<file path="src/rtl/mem_port_arbiter_if.sv">
// Bundle of the fetch, data and shared-memory signals around mem_port_arbiter.
//
// Fetch side : i_req, i_addr in; i_rdata, i_ack, i_err out of the arbiter.
// Data side  : d_req, d_we, d_addr, d_wdata, d_wmask in; d_rdata, d_ack, d_err out.
// Memory side: m_req, m_we, m_addr, m_wdata, m_wmask out; m_rdata, m_ack in.
//
// slave  : the arbiter's view (serves the requesters, drives the memory bus).
// master : the surrounding system's view (requesters plus memory).
interface mem_port_arbiter_if;
    logic        i_req;
    logic [31:0] i_addr;
    logic [31:0] i_rdata;
    logic        i_ack;
    logic        i_err;

    logic        d_req;
    logic        d_we;
    logic [31:0] d_addr;
    logic [31:0] d_wdata;
    logic [3:0]  d_wmask;
    logic [31:0] d_rdata;
    logic        d_ack;
    logic        d_err;

    logic        m_req;
    logic        m_we;
    logic [31:0] m_addr;
    logic [31:0] m_wdata;
    logic [3:0]  m_wmask;
    logic [31:0] m_rdata;
    logic        m_ack;

    modport slave (
        input  i_req, i_addr, d_req, d_we, d_addr, d_wdata, d_wmask, m_rdata, m_ack,
        output i_rdata, i_ack, i_err, d_rdata, d_ack, d_err,
        output m_req, m_we, m_addr, m_wdata, m_wmask
    );

    modport master (
        output i_req, i_addr, d_req, d_we, d_addr, d_wdata, d_wmask, m_rdata, m_ack,
        input  i_rdata, i_ack, i_err, d_rdata, d_ack, d_err,
        input  m_req, m_we, m_addr, m_wdata, m_wmask
    );
endinterface

</file>
<file path="src/rtl/mem_port_arbiter.sv">
// Two-requester arbiter (instruction fetch, data load/store) for one shared memory port.
// One access is outstanding at a time; ties alternate via a last-grant pointer, and an
// access that waits TIMEOUT cycles for m_ack is aborted with an err pulse.
//
// Ports:
//   clk  - clock, rising edge
//   rst  - synchronous active-high reset
//   bus  - mem_port_arbiter_if.slave: fetch, data and shared-memory signal groups
// Parameter:
//   TIMEOUT - bus cycles a granted access may wait for m_ack (1..255)
module mem_port_arbiter #(
    parameter int unsigned TIMEOUT = 16
) (
    input logic               clk,
    input logic               rst,
    mem_port_arbiter_if.slave bus
);

    typedef enum logic [1:0] {StIdle, StBusyI, StBusyD} state_e;

    localparam logic [7:0] CountLast = 8'(TIMEOUT - 1);
    localparam logic       GrantI    = 1'b0;
    localparam logic       GrantD    = 1'b1;

    state_e      state_q, state_d;
    logic        last_grant_q, last_grant_d;
    logic [7:0]  count_q, count_d;
    logic        m_we_q, m_we_d;
    logic [31:0] m_addr_q, m_addr_d;
    logic [31:0] m_wdata_q, m_wdata_d;
    logic [3:0]  m_wmask_q, m_wmask_d;
    logic        i_ack_q, i_ack_d, i_err_q, i_err_d;
    logic        d_ack_q, d_ack_d, d_err_q, d_err_d;
    logic [31:0] i_rdata_q, i_rdata_d, d_rdata_q, d_rdata_d;

    // A requester whose completion pulse is showing this cycle is still holding its
    // finished request; it must not be granted again on it.
    logic i_elig, d_elig, pick_d;
    assign i_elig = bus.i_req && !i_ack_q && !i_err_q;
    assign d_elig = bus.d_req && !d_ack_q && !d_err_q;
    assign pick_d = d_elig && (!i_elig || (last_grant_q == GrantI));

    always_comb begin
        state_d      = state_q;
        last_grant_d = last_grant_q;
        count_d      = count_q;
        m_we_d       = m_we_q;
        m_addr_d     = m_addr_q;
        m_wdata_d    = m_wdata_q;
        m_wmask_d    = m_wmask_q;
        i_ack_d      = 1'b0;
        i_err_d      = 1'b0;
        d_ack_d      = 1'b0;
        d_err_d      = 1'b0;
        i_rdata_d    = i_rdata_q;
        d_rdata_d    = d_rdata_q;

        unique case (state_q)
            StIdle: begin
                if (pick_d) begin
                    state_d      = StBusyD;
                    last_grant_d = GrantD;
                    count_d      = 8'd0;
                    m_we_d       = bus.d_we;
                    m_addr_d     = bus.d_addr;
                    m_wdata_d    = bus.d_wdata;
                    m_wmask_d    = bus.d_we ? bus.d_wmask : 4'b0000;
                end else if (i_elig) begin
                    state_d      = StBusyI;
                    last_grant_d = GrantI;
                    count_d      = 8'd0;
                    m_we_d       = 1'b0;
                    m_addr_d     = bus.i_addr;
                    m_wdata_d    = 32'd0;
                    m_wmask_d    = 4'b0000;
                end
            end
            StBusyI, StBusyD: begin
                // m_ack is checked first so it beats a timeout in the same cycle.
                if (bus.m_ack) begin
                    state_d = StIdle;
                    if (state_q == StBusyI) begin
                        i_ack_d   = 1'b1;
                        i_rdata_d = bus.m_rdata;
                    end else begin
                        d_ack_d   = 1'b1;
                        d_rdata_d = m_we_q ? 32'd0 : bus.m_rdata;
                    end
                end else if (count_q == CountLast) begin
                    state_d = StIdle;
                    if (state_q == StBusyI) begin
                        i_err_d   = 1'b1;
                        i_rdata_d = 32'd0;
                    end else begin
                        d_err_d   = 1'b1;
                        d_rdata_d = 32'd0;
                    end
                end else begin
                    count_d = count_q + 8'd1;
                end
            end
            default: state_d = StIdle;
        endcase
    end

    always_ff @(posedge clk) begin
        if (rst) begin
            state_q      <= StIdle;
            last_grant_q <= GrantI;
            count_q      <= 8'd0;
            m_we_q       <= 1'b0;
            m_addr_q     <= 32'd0;
            m_wdata_q    <= 32'd0;
            m_wmask_q    <= 4'b0000;
            i_ack_q      <= 1'b0;
            i_err_q      <= 1'b0;
            d_ack_q      <= 1'b0;
            d_err_q      <= 1'b0;
            i_rdata_q    <= 32'd0;
            d_rdata_q    <= 32'd0;
        end else begin
            state_q      <= state_d;
            last_grant_q <= last_grant_d;
            count_q      <= count_d;
            m_we_q       <= m_we_d;
            m_addr_q     <= m_addr_d;
            m_wdata_q    <= m_wdata_d;
            m_wmask_q    <= m_wmask_d;
            i_ack_q      <= i_ack_d;
            i_err_q      <= i_err_d;
            d_ack_q      <= d_ack_d;
            d_err_q      <= d_err_d;
            i_rdata_q    <= i_rdata_d;
            d_rdata_q    <= d_rdata_d;
        end
    end

    // m_req decodes straight from the registered state, so it is glitch-free.
    assign bus.m_req   = (state_q != StIdle);
    assign bus.m_we    = m_we_q;
    assign bus.m_addr  = m_addr_q;
    assign bus.m_wdata = m_wdata_q;
    assign bus.m_wmask = m_wmask_q;
    assign bus.i_ack   = i_ack_q;
    assign bus.i_err   = i_err_q;
    assign bus.i_rdata = i_rdata_q;
    assign bus.d_ack   = d_ack_q;
    assign bus.d_err   = d_err_q;
    assign bus.d_rdata = d_rdata_q;

endmodule

</file>
<file path="src/flat_wrapper.sv">
// flat-port wrapper written by rule: the top's interface ports become plain ports
module mem_port_arbiter_flat 
#(
    parameter int unsigned TIMEOUT = 16
)
  (clk, rst, bus_i_req, bus_i_addr, bus_d_req, bus_d_we, bus_d_addr, bus_d_wdata, bus_d_wmask, bus_m_rdata, bus_m_ack, bus_i_rdata, bus_i_ack, bus_i_err, bus_d_rdata, bus_d_ack, bus_d_err, bus_m_req, bus_m_we, bus_m_addr, bus_m_wdata, bus_m_wmask);
  mem_port_arbiter_if bus_i ();
  input logic clk;
  input logic rst;
  input wire logic [$bits(bus_i.i_req)-1:0] bus_i_req;
  input wire logic [$bits(bus_i.i_addr)-1:0] bus_i_addr;
  input wire logic [$bits(bus_i.d_req)-1:0] bus_d_req;
  input wire logic [$bits(bus_i.d_we)-1:0] bus_d_we;
  input wire logic [$bits(bus_i.d_addr)-1:0] bus_d_addr;
  input wire logic [$bits(bus_i.d_wdata)-1:0] bus_d_wdata;
  input wire logic [$bits(bus_i.d_wmask)-1:0] bus_d_wmask;
  input wire logic [$bits(bus_i.m_rdata)-1:0] bus_m_rdata;
  input wire logic [$bits(bus_i.m_ack)-1:0] bus_m_ack;
  output wire logic [$bits(bus_i.i_rdata)-1:0] bus_i_rdata;
  output wire logic [$bits(bus_i.i_ack)-1:0] bus_i_ack;
  output wire logic [$bits(bus_i.i_err)-1:0] bus_i_err;
  output wire logic [$bits(bus_i.d_rdata)-1:0] bus_d_rdata;
  output wire logic [$bits(bus_i.d_ack)-1:0] bus_d_ack;
  output wire logic [$bits(bus_i.d_err)-1:0] bus_d_err;
  output wire logic [$bits(bus_i.m_req)-1:0] bus_m_req;
  output wire logic [$bits(bus_i.m_we)-1:0] bus_m_we;
  output wire logic [$bits(bus_i.m_addr)-1:0] bus_m_addr;
  output wire logic [$bits(bus_i.m_wdata)-1:0] bus_m_wdata;
  output wire logic [$bits(bus_i.m_wmask)-1:0] bus_m_wmask;
  assign bus_i.i_req = bus_i_req;
  assign bus_i.i_addr = bus_i_addr;
  assign bus_i.d_req = bus_d_req;
  assign bus_i.d_we = bus_d_we;
  assign bus_i.d_addr = bus_d_addr;
  assign bus_i.d_wdata = bus_d_wdata;
  assign bus_i.d_wmask = bus_d_wmask;
  assign bus_i.m_rdata = bus_m_rdata;
  assign bus_i.m_ack = bus_m_ack;
  assign bus_i_rdata = bus_i.i_rdata;
  assign bus_i_ack = bus_i.i_ack;
  assign bus_i_err = bus_i.i_err;
  assign bus_d_rdata = bus_i.d_rdata;
  assign bus_d_ack = bus_i.d_ack;
  assign bus_d_err = bus_i.d_err;
  assign bus_m_req = bus_i.m_req;
  assign bus_m_we = bus_i.m_we;
  assign bus_m_addr = bus_i.m_addr;
  assign bus_m_wdata = bus_i.m_wdata;
  assign bus_m_wmask = bus_i.m_wmask;
  mem_port_arbiter #(.TIMEOUT(TIMEOUT)) u_core (.clk(clk), .rst(rst), .bus(bus_i));
endmodule
</file>
<file path="config.mk">
export PLATFORM = sky130hd
export DESIGN_NAME = mem_port_arbiter_flat
export DESIGN_NICKNAME = d
export VERILOG_FILES = /design/src/rtl/mem_port_arbiter_if.sv /design/src/rtl/mem_port_arbiter.sv /design/src/flat_wrapper.sv
export SDC_FILE = /design/constraint.sdc
export NUM_CORES = 1
export LEC_CHECK = 0
export ABC_CLOCK_PERIOD_IN_PS = 4800
export CORE_MARGIN = 4
export CORE_UTILIZATION = 45
export CTS_CLUSTER_SIZE = 30
export DETAILED_ROUTE_END_ITERATION = 10
export GPL_TIMING_DRIVEN = 0
export HOLD_SLACK_MARGIN = 0.12
export PLACE_DENSITY = 0.85
export SYNTH_ARGS = -nofsm -noshare
export SYNTH_HDL_FRONTEND = slang
export SYNTH_SLANG_ARGS = --single-unit
</file>
<file path="constraint.sdc">
create_clock -name clk -period 4.8 [get_ports clk]
set_input_delay 1.44 -clock clk [delete_from_list [all_inputs] [get_ports clk]]
set_output_delay 1.44 -clock clk [all_outputs]
set_load 0.02 [all_outputs]
</file>
======== Word level (Yosys, flattened, before mapping) ========
Cells that the tools add are included.
word-level totals
  bits in registers ....................... 148
  logic and storage cells ................. 81
  output and inout port bits .............. 138
  input bits .............................. 138
cells by class
  multiplexer cells ....................... 31
  add/subtract/negate cells ............... 1
  reduce and logical (&&, ||, !) cells .... 24
  bitwise logic cells ..................... 5
  equal/unequal tests ..................... 7
operators with widths
  operator             number
  $mux 32              13
  $mux 8               4
  $pmux 8 s2           1
  $mux 4               3
  $add 8x1->8 const B  1
  $eq 8x4->1 const B   1
  $mux 2               4
  $reduce_bool 2->1    4
  $reduce_and 3->1     2
  $logic_and 1x1->1    5
  $logic_not 1->1      5
  $mux 1               5
  $not 1->1            5
  $ne 2x2->1 const B   2
  $pmux 2 s2           1
  $reduce_and 2->1     2
  $reduce_and 4->1     1
  $reduce_or 4->1      1
  $ne 3x1->1 const B   1
  $ne 3x2->1 const B   1
  $reduce_or 3->1      1
  $eq 2x1->1 const B   1
  $eq 2x2->1 const B   1
  $logic_not 2->1      1
  2 further kinds      2

======== Depth between registers and ports, before layout ========
  depth after elaboration ................. 8
  gate-level depth with buffers ........... 8
  gate-level depth less buffers ........... 6

======== Least setup slack after synthesis ========
OpenSTA, ideal clock, no wires.
  path kind ............................... input port to flip-flop
  start point ............................. input bus_d_req
  end point ............................... register u_core.m_addr_q[10], in the netlist u_core.bus.m_addr[10]
  buffers on the path ..................... 2
  arrival time ............................ 2,622 ps
  library setup time ...................... 146 ps
  stages .................................. 6
  data required time ...................... 4,654 ps
  setup slack ............................. 2,032 ps
  cell sequence ........................... or3b_1 buf_2 a21oi_4 buf_8 mux2i_1 a211oi_2
on the way
  word-level cells in the longest chain between the ends .. 5
  elaborated cells on any way between the ends .. 6
  those cells by class .................... 1 x mux; 5 x reduce/logical
RTL lines
  item                                RTL line                 source
  from (decl)                         flat_wrapper.sv:12       input wire logic [$bits(bus_i.d_req)-1:0] bus_d_req;
  $logic_and 1x1->1 (*) (2 in a row)  mem_port_arbiter.sv:40   assign d_elig = bus.d_req && !d_ack_q && !d_err_q;
  $logic_and 1x1->1 (*)               mem_port_arbiter.sv:41   assign pick_d = d_elig && (!i_elig || (last_grant_q == GrantI));
  $reduce_bool 2->1 (no source line)  n/a
  $reduce_and 2->1 (no source line)   n/a
  to (signal assigned)                mem_port_arbiter.sv:126  m_addr_q <= m_addr_d;
  to (decl)                           mem_port_arbiter.sv:29   logic [31:0] m_addr_q, m_addr_d;
Every way passes the cells marked *; elsewhere a longest branch is shown, timed or not.
A chain may end at the register's enable or synchronous reset.

======== Final worst setup path ========
  start point ............................. register u_core.state_q[0]
  end point ............................... output bus_m_req
on the way
  word-level cells in the longest chain between the ends .. 1
RTL lines
  item                    RTL line                 source
  from (decl)             mem_port_arbiter.sv:25   state_e state_q, state_d;
  from (signal assigned)  mem_port_arbiter.sv:108  state_q <= StIdle;
  from (signal assigned)  mem_port_arbiter.sv:122  state_q <= state_d;
  $reduce_bool 2->1       mem_port_arbiter.sv:139  assign bus.m_req = (state_q != StIdle);
  to (decl)               flat_wrapper.sv:25       output wire logic [$bits(bus_i.m_req)-1:0] bus_m_req;
No other way between the ends.

==> impl_metrics.yaml <==
logic_synthesis:
  ys_types: 45
  yosysMostFrequentCell: "dfxtp_1"
  synthSimpleGateAreaFrac: 0.161
  yosys_warnings: 0
  synth_compound_area_frac: 0.246
  ys_seq_area_frac: 0.478
  synth_xor_xnor_area_share: 0
  synth_top_family_by_area: "compound AO/OA/AOI/OAI gates"
  ys.flop_type: "dfxtp_1"
  synth_area_leaders: "dfxtp_1 48%, a211oi_2 6.3%, a21oi_1 5.6%, o21ai_0 5.6%, mux2i_1 5.3%"
  synth_mux_area_frac: 0.0533
  synth_top_area_cell: "dfxtp_1"
  synth_edf_count: 0
  ys_seq_elements: 148
  synthTopCellsByCount: "148 x dfxtp_1, 74 x nor2_1, 69 x a21oi_1, 69 x o21ai_0, 54 x clkbuf_1"
  yosys.area.top_type_share: 0.478
  synthesis.instances: 661
  synth_area_per_cell_um2: 9.38
  synthesis.area_um2: 6200
  syn_nets: 802
  async_flop_share: 0
  synthAdderAreaFrac: 0.00606
worst_setup_path:
  start_kind: "register"
  cp_cell_sequence: "inv_1 > ha_1 > inv_1 > clkdlybuf4s50_1"
  critPathMaxFanout: 5
  cp_slowest_cell: "clkdlybuf4s50_1"
  critical_path_class: "register to primary output"
  reg2reg_setup_slack_ns: 2.56
  r2r_cells: 7
  r2r-end: "u_core.bus.d_rdata[14]"
  worstReg2RegStart: "u_core.count_q[0]"
  critPathMostFrequentCell: "inv_1"
  cp-end-kind: "primary output"
  max_stage_delay_ns: 0.68
  crit_family: "buffers and inverters"
  crit_required_ns: 3.36
  path_buf_inv: 3
  cp_data_arrival_time_ns: 1.90
place:
  gp_congestion: 0.857
  hpwl_um: 15700
  io_buffers: 273
  dp.cells: 1110
clock_tree:
  max-clock-path-buffers: 2
  cts-root-buf: "clkbuf_16"
  clkLatencyLatePin_ns: 0.42
  cts_buffers: 17
  clk_pin_slew_ns: 0.06
  cts_setup_buffers: 0
  clock-sinks: 148
  ctsHtreeMaxLevel: 4
  cts_tree: "yes"
  cts-resized-gates: 0
  holdBufCountCts: 0
layout:
  fin_util: 0.734
  layoutNonFillerInstCount: 1142
  multi_input_area_um2: 2890
  area_growth_pct: 58.1
  register_area_um2: 2960
  nFillCells: 1049
  final_nets: 1094
  diodes: 0
  drive_gt1_frac: 0.0880
route:
  drt_iter0_markers: 538
  routed.top_layer: "met4"
  wl_met3_um: 1700
  drt_first_pass_iters: 7
  antenna_left: 0
  wl_met2_um: 10300
  wl_met1_um: 8580
  wl_per_cell_um: 18.6
  drc: 0
  totalWireLength_um: 21200
  vias: 6467
  viasPerCell: 5.66
sta:
  hold_violations: 0
  max_freq_mhz: 299
  post-route-min-period_ns: 3.34
  relSlewSlack: 0.548
  hold_slack_ns: 0.472
  slew_violations: 0
  skew_ns: 0.00751
  setup_viol: 0
  fin_crit_sh: 0.696
  rsz0062_at_grt: "no"
  tns_ns: 0
  tightestPinTransition_ns: 0.678
power_and_ir_drop:
  p_int_uw: 2760
  p_leak_uw: 0.00347
  vdd_drop_max_v: 0.000231
  p_sw_frac: 0.305
  combPwrFrac: 0.287
  seq_power_share: 0.354
  p_per_area_nw_per_um2: 406
  power.switching_uw: 1210
  total_power_uw: 3980
  p_clk_frac: 0.359
die:
  die_area_um2: 15700
  dieHeight_um: 125
  start_util: 0.464
  io_pins: 276
  coreArea_um2: 13300
  rows: 42
  fp.dieW_um: 125
grt:
  grt_pass1_vias: 6442
  grt_usage: 0.263
  grt_pass1_wl_um: 33500
  antenna_found_initial: 0
  grt_remaining_overflow: 0
  grt_max_degree: 17
hold_path:
  min-delay-start: "u_core.bus.i_rdata[22]"
  holdPathStages: 2
  hold_end: "u_core.bus.i_rdata[22]"
  hold_path.class: "register to register"
job:
  cap_violations: 0
outcome:
  outcome: "completed"
==> flip-flops by register name (all words and copies together) (netlist names), 2 cells and up <==
register and count:
u_core.bus.d_rdata 32, u_core.bus.i_rdata 32, u_core.bus.m_addr 32, u_core.bus.m_wdata 32
u_core.count_q 8, u_core.bus.m_wmask 4, u_core.state_q 2
==> cells in the final DEF (no fill, tap or decap), types with 2 or more instances in the layout <==
| cell type | n |
|---|---|
| a211oi_1 | 2 |
| a211oi_2 | 31 |
| a21oi_1 | 69 |
| a21oi_2 | 2 |
| a22oi_1 | 33 |
| a32o_1 | 5 |
| a32oi_1 | 4 |
| and3_1 | 2 |
| and4_1 | 2 |
| buf_2 | 10 |
| buf_4 | 3 |
| buf_8 | 3 |
| bufinv_16 | 3 |
| clkbuf_1 | 54 |
| clkbuf_16 | 17 |
| clkbuf_8 | 8 |
| clkdlybuf4s50_1 | 273 |
| clkinv_2 | 2 |
| clkinvlp_4 | 2 |
| dfxtp_1 | 148 |
| ha_1 | 3 |
| inv_1 | 5 |
| mux2i_1 | 33 |
| nand2_1 | 7 |
| nand2b_1 | 2 |
| nand3_1 | 5 |
| nand4_1 | 37 |
| nand4b_1 | 32 |
| nor2_1 | 74 |
| nor3_1 | 4 |
| nor3b_1 | 2 |
| o2111ai_1 | 2 |
| o21ai_0 | 69 |
==> how the worst max path moves through the flow <==
stage / cells after the start / from / to
after detailed placement: 7 / bus_i_req / u_core.bus.m_wdata[26]
after floorplan: 6 / bus_d_req / u_core.bus.m_addr[10]
after global routing: 4 / u_core.state_q[0] / bus_m_req
after CTS: 4 / u_core.state_q[0] / bus_m_req
after global placement: 7 / bus_i_req / u_core.bus.m_wdata[26]
final: 4 / u_core.state_q[0] / bus_m_req
==> worst min-delay path, delay by kind of cell (launching register included) <==
family	cells	cell delay (ns)
compound gates	2	0.12
flops	1	0.31
==> routing by layer <==
| metal | vias to the layer above | GRT usage |
|---|---|---|
| met5 | - | 0 |
| met4 | 0 | 0.115 |
| met3 | 49 | 0.0759 |
| met2 | 310 | 0.430 |
| met1 | 3067 | 0.324 |
| li1 | 3041 | - |
==> metrics by stage <==
step	area [µm²]	worst slack, ns
6_report	9800	1.46
5_1_grt	9800	1.35
4_1_cts	9800	1.44
3_5_place_dp	9150	1.23
3_3_place_gp	9150	1.29
2_1_floorplan	6200	2.03
==> power by group through the flow <==
stage / Combinational [µW] / Clock [µW] / Sequential (µW)
2_1_floorplan: 499 / 0 / 1560
6_report: 1140 / 1430 / 1410
5_1_grt: 1220 / 1510 / 1420
3_3_place_gp: 1110 / 0 / 1430
3_5_place_dp: 1130 / 0 / 1430
4_1_cts: 1140 / 1440 / 1410
==> logic make-up after synthesis <==
kind of cell,after synthesis
muxes,33
adders and majority gates,3
DFF,148
buffers and inverters,77
AOI/OAI and AO/OA,224
and+or+nand+nor,176
==> area by class of cell <==
| cell class | count | area share |
|---|---|---|
| Clock buffer | 25 | 0.0546 |
| Inverter | 6 | 0.00230 |
| Sequential cell | 148 | 0.302 |
| Buffer | 71 | 0.0331 |
| Timing Repair Buffer | 273 | 0.279 |
| Clock inverter | 7 | 0.0117 |
| Multi-Input combinational cell | 436 | 0.295 |
| Tap cell | 176 | 0.0225 |
Power figures use the tool's default switching activity.
==> patch 1 (config.mk and constraints unchanged) <==
`TIMEOUT` is set to 16 in 2 places; all go to 8.
--- a/src/rtl/mem_port_arbiter.sv
+++ b/src/rtl/mem_port_arbiter.sv
@@ -11,3 +11,3 @@
 module mem_port_arbiter #(
-    parameter int unsigned TIMEOUT = 16
+    parameter int unsigned TIMEOUT = 8
 ) (
--- a/src/flat_wrapper.sv
+++ b/src/flat_wrapper.sv
@@ -3,3 +3,3 @@
 #(
-    parameter int unsigned TIMEOUT = 16
+    parameter int unsigned TIMEOUT = 8
 )
Behaviour: no difference found for any inputs over 4 cycles, from zero or initial values and one cycle with rst high; that may be too few to reach the edited logic, so the function may still have changed.
==> patch 1 against the unedited design <==
- worst setup slack got worse by 0.12 ns
- total power shrank 4.6%
- area after synthesis shrank 0.95%
- clock skew grew 0.0041 ns
- sequential cell count did not move
- design area shrank 1.3%
- wire length is 0.45% higher
- global-route usage grew 0.24 points
==> patch 1: results (changes against the unedited design) <==
crit_arrival_ns: 2.02  # was 1.90 ns
detail_route.first_pass.iterations: 6  # was 7
drt_iter0_markers: 604  # was 538
power_frac_clock_pct: 33.6  # was 35.9%
seq_area_share_pct: 30.6  # was 30.2%
pwr-share-seq_pct: 37.2  # was 35.4%
switching_share_pct: 32.0  # was 30.5%
cellLeakagePower_nw: 3.33  # was 3.47 nW
portBuffers: 274  # was 273
fill_cells: 979  # was 1049
synthesis.nets: 804  # was 802
worst_pin_slew_ns: 0.768  # was 0.678 ns
synth_compound_area_share_pct: 25.7  # was 24.6%
synth.area.top_cells: "dfxtp_1 (48%), o21ai_0 (8.2%), a21oi_1 (6.0%), mux2i_1 (5.2%), nand4b_1 (4.6%)"  # was dfxtp_1 (48%), a211oi_2 (6.3%), a21oi_1 (5.6%), o21ai_0 (5.6%), mux2i_1 (5.3%)
finClkSkew_ns: 0.0116  # was 0.00751 ns
grt_pass1_wl_um: 33500  # about the same
final-clk-cell-share_pct: 5.91  # was 6.64%
num_vias: 6457  # was 6467
buffer_area_share_pct: 31.8  # was 31.2%
grt_use_total_pct: 26.6  # was 26.3%
ys_types: 43  # was 45
layout-drive-gt1-share_pct: 8.05  # was 8.80%
crit_fanout: 5  # unchanged
post_drt_via_cell_ratio: 5.64  # was 5.66
netlist_area_um2: 6140  # was 6200 um2
multi_input_area_um2: 2820  # was 2890 um2
routedWlPerCell_um: 18.6  # about the same
synth.yosys.seq_area_share_pct: 48.3  # was 47.8%
ir_drop_mv: 0.246  # was 0.231 mV
multi_input_cells: 439  # was 436
dpl-instance-area_um2: 9100  # was 9150 um2
cts_buffers: 17  # unchanged
status: "finished clean"  # unchanged
clkbuf_count: 22  # was 25
syn_inst: 663  # was 661
synth-adder-area-share_pct: 0.611  # was 0.606%
gp_congestion: 0.916  # was 0.857
dp_hpwl_um: 15900  # was 15700 um
patch 1: cell types whose count changed after synthesis, moves of 4 or more:
cell / before / now
o21ai_0: 69 / 100
a21oi_2: 2 / 30
buf_2: 10 / 6
nor2_1: 74 / 40
nand4_1: 37 / 33
a21oi_1: 69 / 73
a211oi_2: 31 / 1
nor3_1: 4 / 8
patch 1: cell families (layout without fill, tap and decap cells):
kind of cell / Yosys count / count (layout)
buffers and inverters: 76 / 382
muxes: 32 / 32
AOI/OAI and AO/OA: 258 / 258
DFF: 148 / 148
adders and majority gates: 3 / 3
and+or+nand+nor: 146 / 146
patch 1: critical path: stages (launching register included):
cell and delay, ns:
dfxtp_1 0.35, inv_1 0.05, ha_1 0.26, inv_1 0.20, clkdlybuf4s50_1 0.73
patch 1: final timing paths:
path	start	end	depth (start not counted)
worst max-delay path	u_core.state_q[0]	bus_m_req	4
worst min-delay path	u_core.bus.i_rdata[18]	u_core.bus.i_rdata[18]	2
worst max register to register	u_core.state_q[0]	u_core.count_q[3]	7
worst min register to register	u_core.bus.i_rdata[18]	u_core.bus.i_rdata[18]	2
patch 1: through the flow:
step	setup slack [ns]	total power, W	hold WS, ns	utilization [%]
final	1.34	0.00379	0.472	72.8
after global routing	1.23	0.00394	0.497	72.8
after CTS	1.32	0.00380	0.473	72.8
after detailed placement	1.29	0.00253	0.465	68.5
after global placement	1.29	0.00252	0.458	68.5
after floorplan	2.03	0.00203	0.450	-
patch 1: metal layers:
layer  vias up  GRT usage, %  wire (um)
met2       324          46.6      10600
met3        37          9.35       2130
met1      3043          30.0       8070
met4         0          8.90        518
met5         -             0          0
li1       3053             -          -
==> patch 2 (same flow settings) <==
Made on the original files. Take the reset off `m_addr_q`, `m_wdata_q`, `i_rdata_q` and `d_rdata_q` and load them in a clocked block of their own.
--- a/src/rtl/mem_port_arbiter.sv
+++ b/src/rtl/mem_port_arbiter.sv
@@ -111,4 +111,2 @@
             m_we_q       <= 1'b0;
-            m_addr_q     <= 32'd0;
-            m_wdata_q    <= 32'd0;
             m_wmask_q    <= 4'b0000;
@@ -118,4 +116,2 @@
             d_err_q      <= 1'b0;
-            i_rdata_q    <= 32'd0;
-            d_rdata_q    <= 32'd0;
         end else begin
@@ -125,4 +121,2 @@
             m_we_q       <= m_we_d;
-            m_addr_q     <= m_addr_d;
-            m_wdata_q    <= m_wdata_d;
             m_wmask_q    <= m_wmask_d;
@@ -132,5 +126,10 @@
             d_err_q      <= d_err_d;
-            i_rdata_q    <= i_rdata_d;
-            d_rdata_q    <= d_rdata_d;
         end
+    end
+
+    always_ff @(posedge clk) begin
+        m_addr_q  <= m_addr_d;
+        m_wdata_q <= m_wdata_d;
+        i_rdata_q <= i_rdata_d;
+        d_rdata_q <= d_rdata_d;
     end
Formal check against the unedited RTL: not equivalent (Yosys sat finds a counterexample within 4 cycles, from zero or initial values and one cycle with rst high).
==> patch 2 against the unedited design <==
- sequential power rose by 16%
- sequential share of layout area up 14 points
- sequential cell count unchanged
- worst setup slack got worse by 0.078 ns
- wire length is 13% lower
- synthesized cell count decreased by 41%
- core utilization is 1.2 points higher
- design area fell by 3.1%
- clock skew rose by 0.0022 ns
- combinational power is 24% lower
- die area is 4.6% lower
- clock power fell by 8%
- total power decreased by 4.4%
- area after synthesis is 4.9% lower
- largest cell class is now sequential cells
==> patch 2: results (changes against the unedited design) <==
power_w: 0.00380  # was 0.00398 W
synth.avg_cell_area_um2: 15.2  # was 9.38 um2
synth.yosys.seq_area_share_pct: 72.0  # was 47.8%
grt.met1_usage_pct: 26.3  # was 32.4%
num_vias: 4424  # was 6467
hold_start: "u_core.bus.m_wmask[2]"  # was u_core.bus.i_rdata[22]
power_frac_clock_pct: 34.4  # was 35.9%
drt-met1-wl_um: 6590  # was 8580 um
dpl-instance-area_um2: 8910  # was 9150 um2
cellLeakagePower_nw: 3.39  # was 3.47 nW
grt_pass1_vias: 4560  # was 6442
grt_max_degree: 44  # was 17
synth.area.top_cells: "edfxtp_1 (65%), and2_1 (6.9%), dfxtp_1 (6.8%), mux2_2 (6.1%), nor2b_1 (3.7%)"  # was dfxtp_1 (48%), a211oi_2 (6.3%), a21oi_1 (5.6%), o21ai_0 (5.6%), mux2i_1 (5.3%)
ys_types: 44  # was 45
fill_cells: 781  # was 1049
gp_congestion: 0.806  # was 0.857
holdPathEnd: "u_core.bus.m_wmask[2]"  # was u_core.bus.i_rdata[22]
routed_wl_um: 18500  # was 21200 um
crit_fanout: 9  # was 5
dp_slack_ns: 1.09  # was 1.23 ns
drt_iter0_markers: 477  # was 538
route.met2.wl_um: 10100  # was 10300 um
dominantRegCellSynth: "edfxtp_1"  # was dfxtp_1
finClkSkew_ns: 0.00971  # was 0.00751 ns
max_stage_delay_ns: 0.64  # was 0.68 ns
rrSetupSlack_ns: 2.14  # was 2.56 ns
gr-usage-met2_pct: 44.1  # was 43.0%
r2r_end: "u_core.bus.d_rdata[16]"  # was u_core.bus.d_rdata[14]
fp.dieW_um: 122  # was 125 um
routedWlPerCell_um: 21.3  # was 18.6 um
grt_use_total_pct: 24.3  # was 26.3%
met3_length_um: 1330  # was 1700 um
detail_route.first_pass.iterations: 5  # was 7
status: "finished clean"  # unchanged
synth_commonest_cells: "edfxtp_1 (128), and2_1 (65), nor2b_1 (35)"  # was dfxtp_1 (148), nor2_1 (74), a21oi_1 (69), o21ai_0 (69), clkbuf_1 (54)
grt_pass1_wl_um: 26600  # was 33500 um
sequentialPower_w: 0.00163  # was 0.00141 W
switching_share_pct: 27.3  # was 30.5%
synth_edf_count: 128  # was 0
met3_usage_pct: 7.14  # was 7.59%
fin_nets: 824  # was 1094
portBuffers: 275  # was 273
[patch 2: changes by cell type in the layout (fill, tap and decap cells not counted), moves of 33 or more]
cell	change
nor2_1	-69
and2_1	+64
clkbuf_1	-43
mux2i_1	-33
nor2b_1	+34
edfxtp_1	+128
a21oi_1	-59
a22oi_1	-33
o21ai_0	-62
dfxtp_1	-128
[patch 2: logic make-up (layout without fill, tap and decap cells)]
kind of cell	Yosys count	count (layout)	synth area share, %
AOI/OAI and AO/OA	34	34	4.04
DFF	148	148	72.0
and+or+nand+nor	145	145	15.3
adders and majority gates	3	3	0.637
buffers and inverters	25	334	1.89
muxes	32	32	6.12
[patch 2: cell type report]
cell class | count | area (um2) | share of cell area (%)
tap | 172 | 215 | 2.27
multi-input combinational | 214 | 1540 | 16.2
clock buffer | 17 | 425 | 4.48
buffer | 18 | 85.1 | 0.896
sequential | 148 | 4240 | 44.7
inverter | 7 | 26.3 | 0.277
timing repair buffer | 277 | 2800 | 29.5
clock inverter | 15 | 158 | 1.66
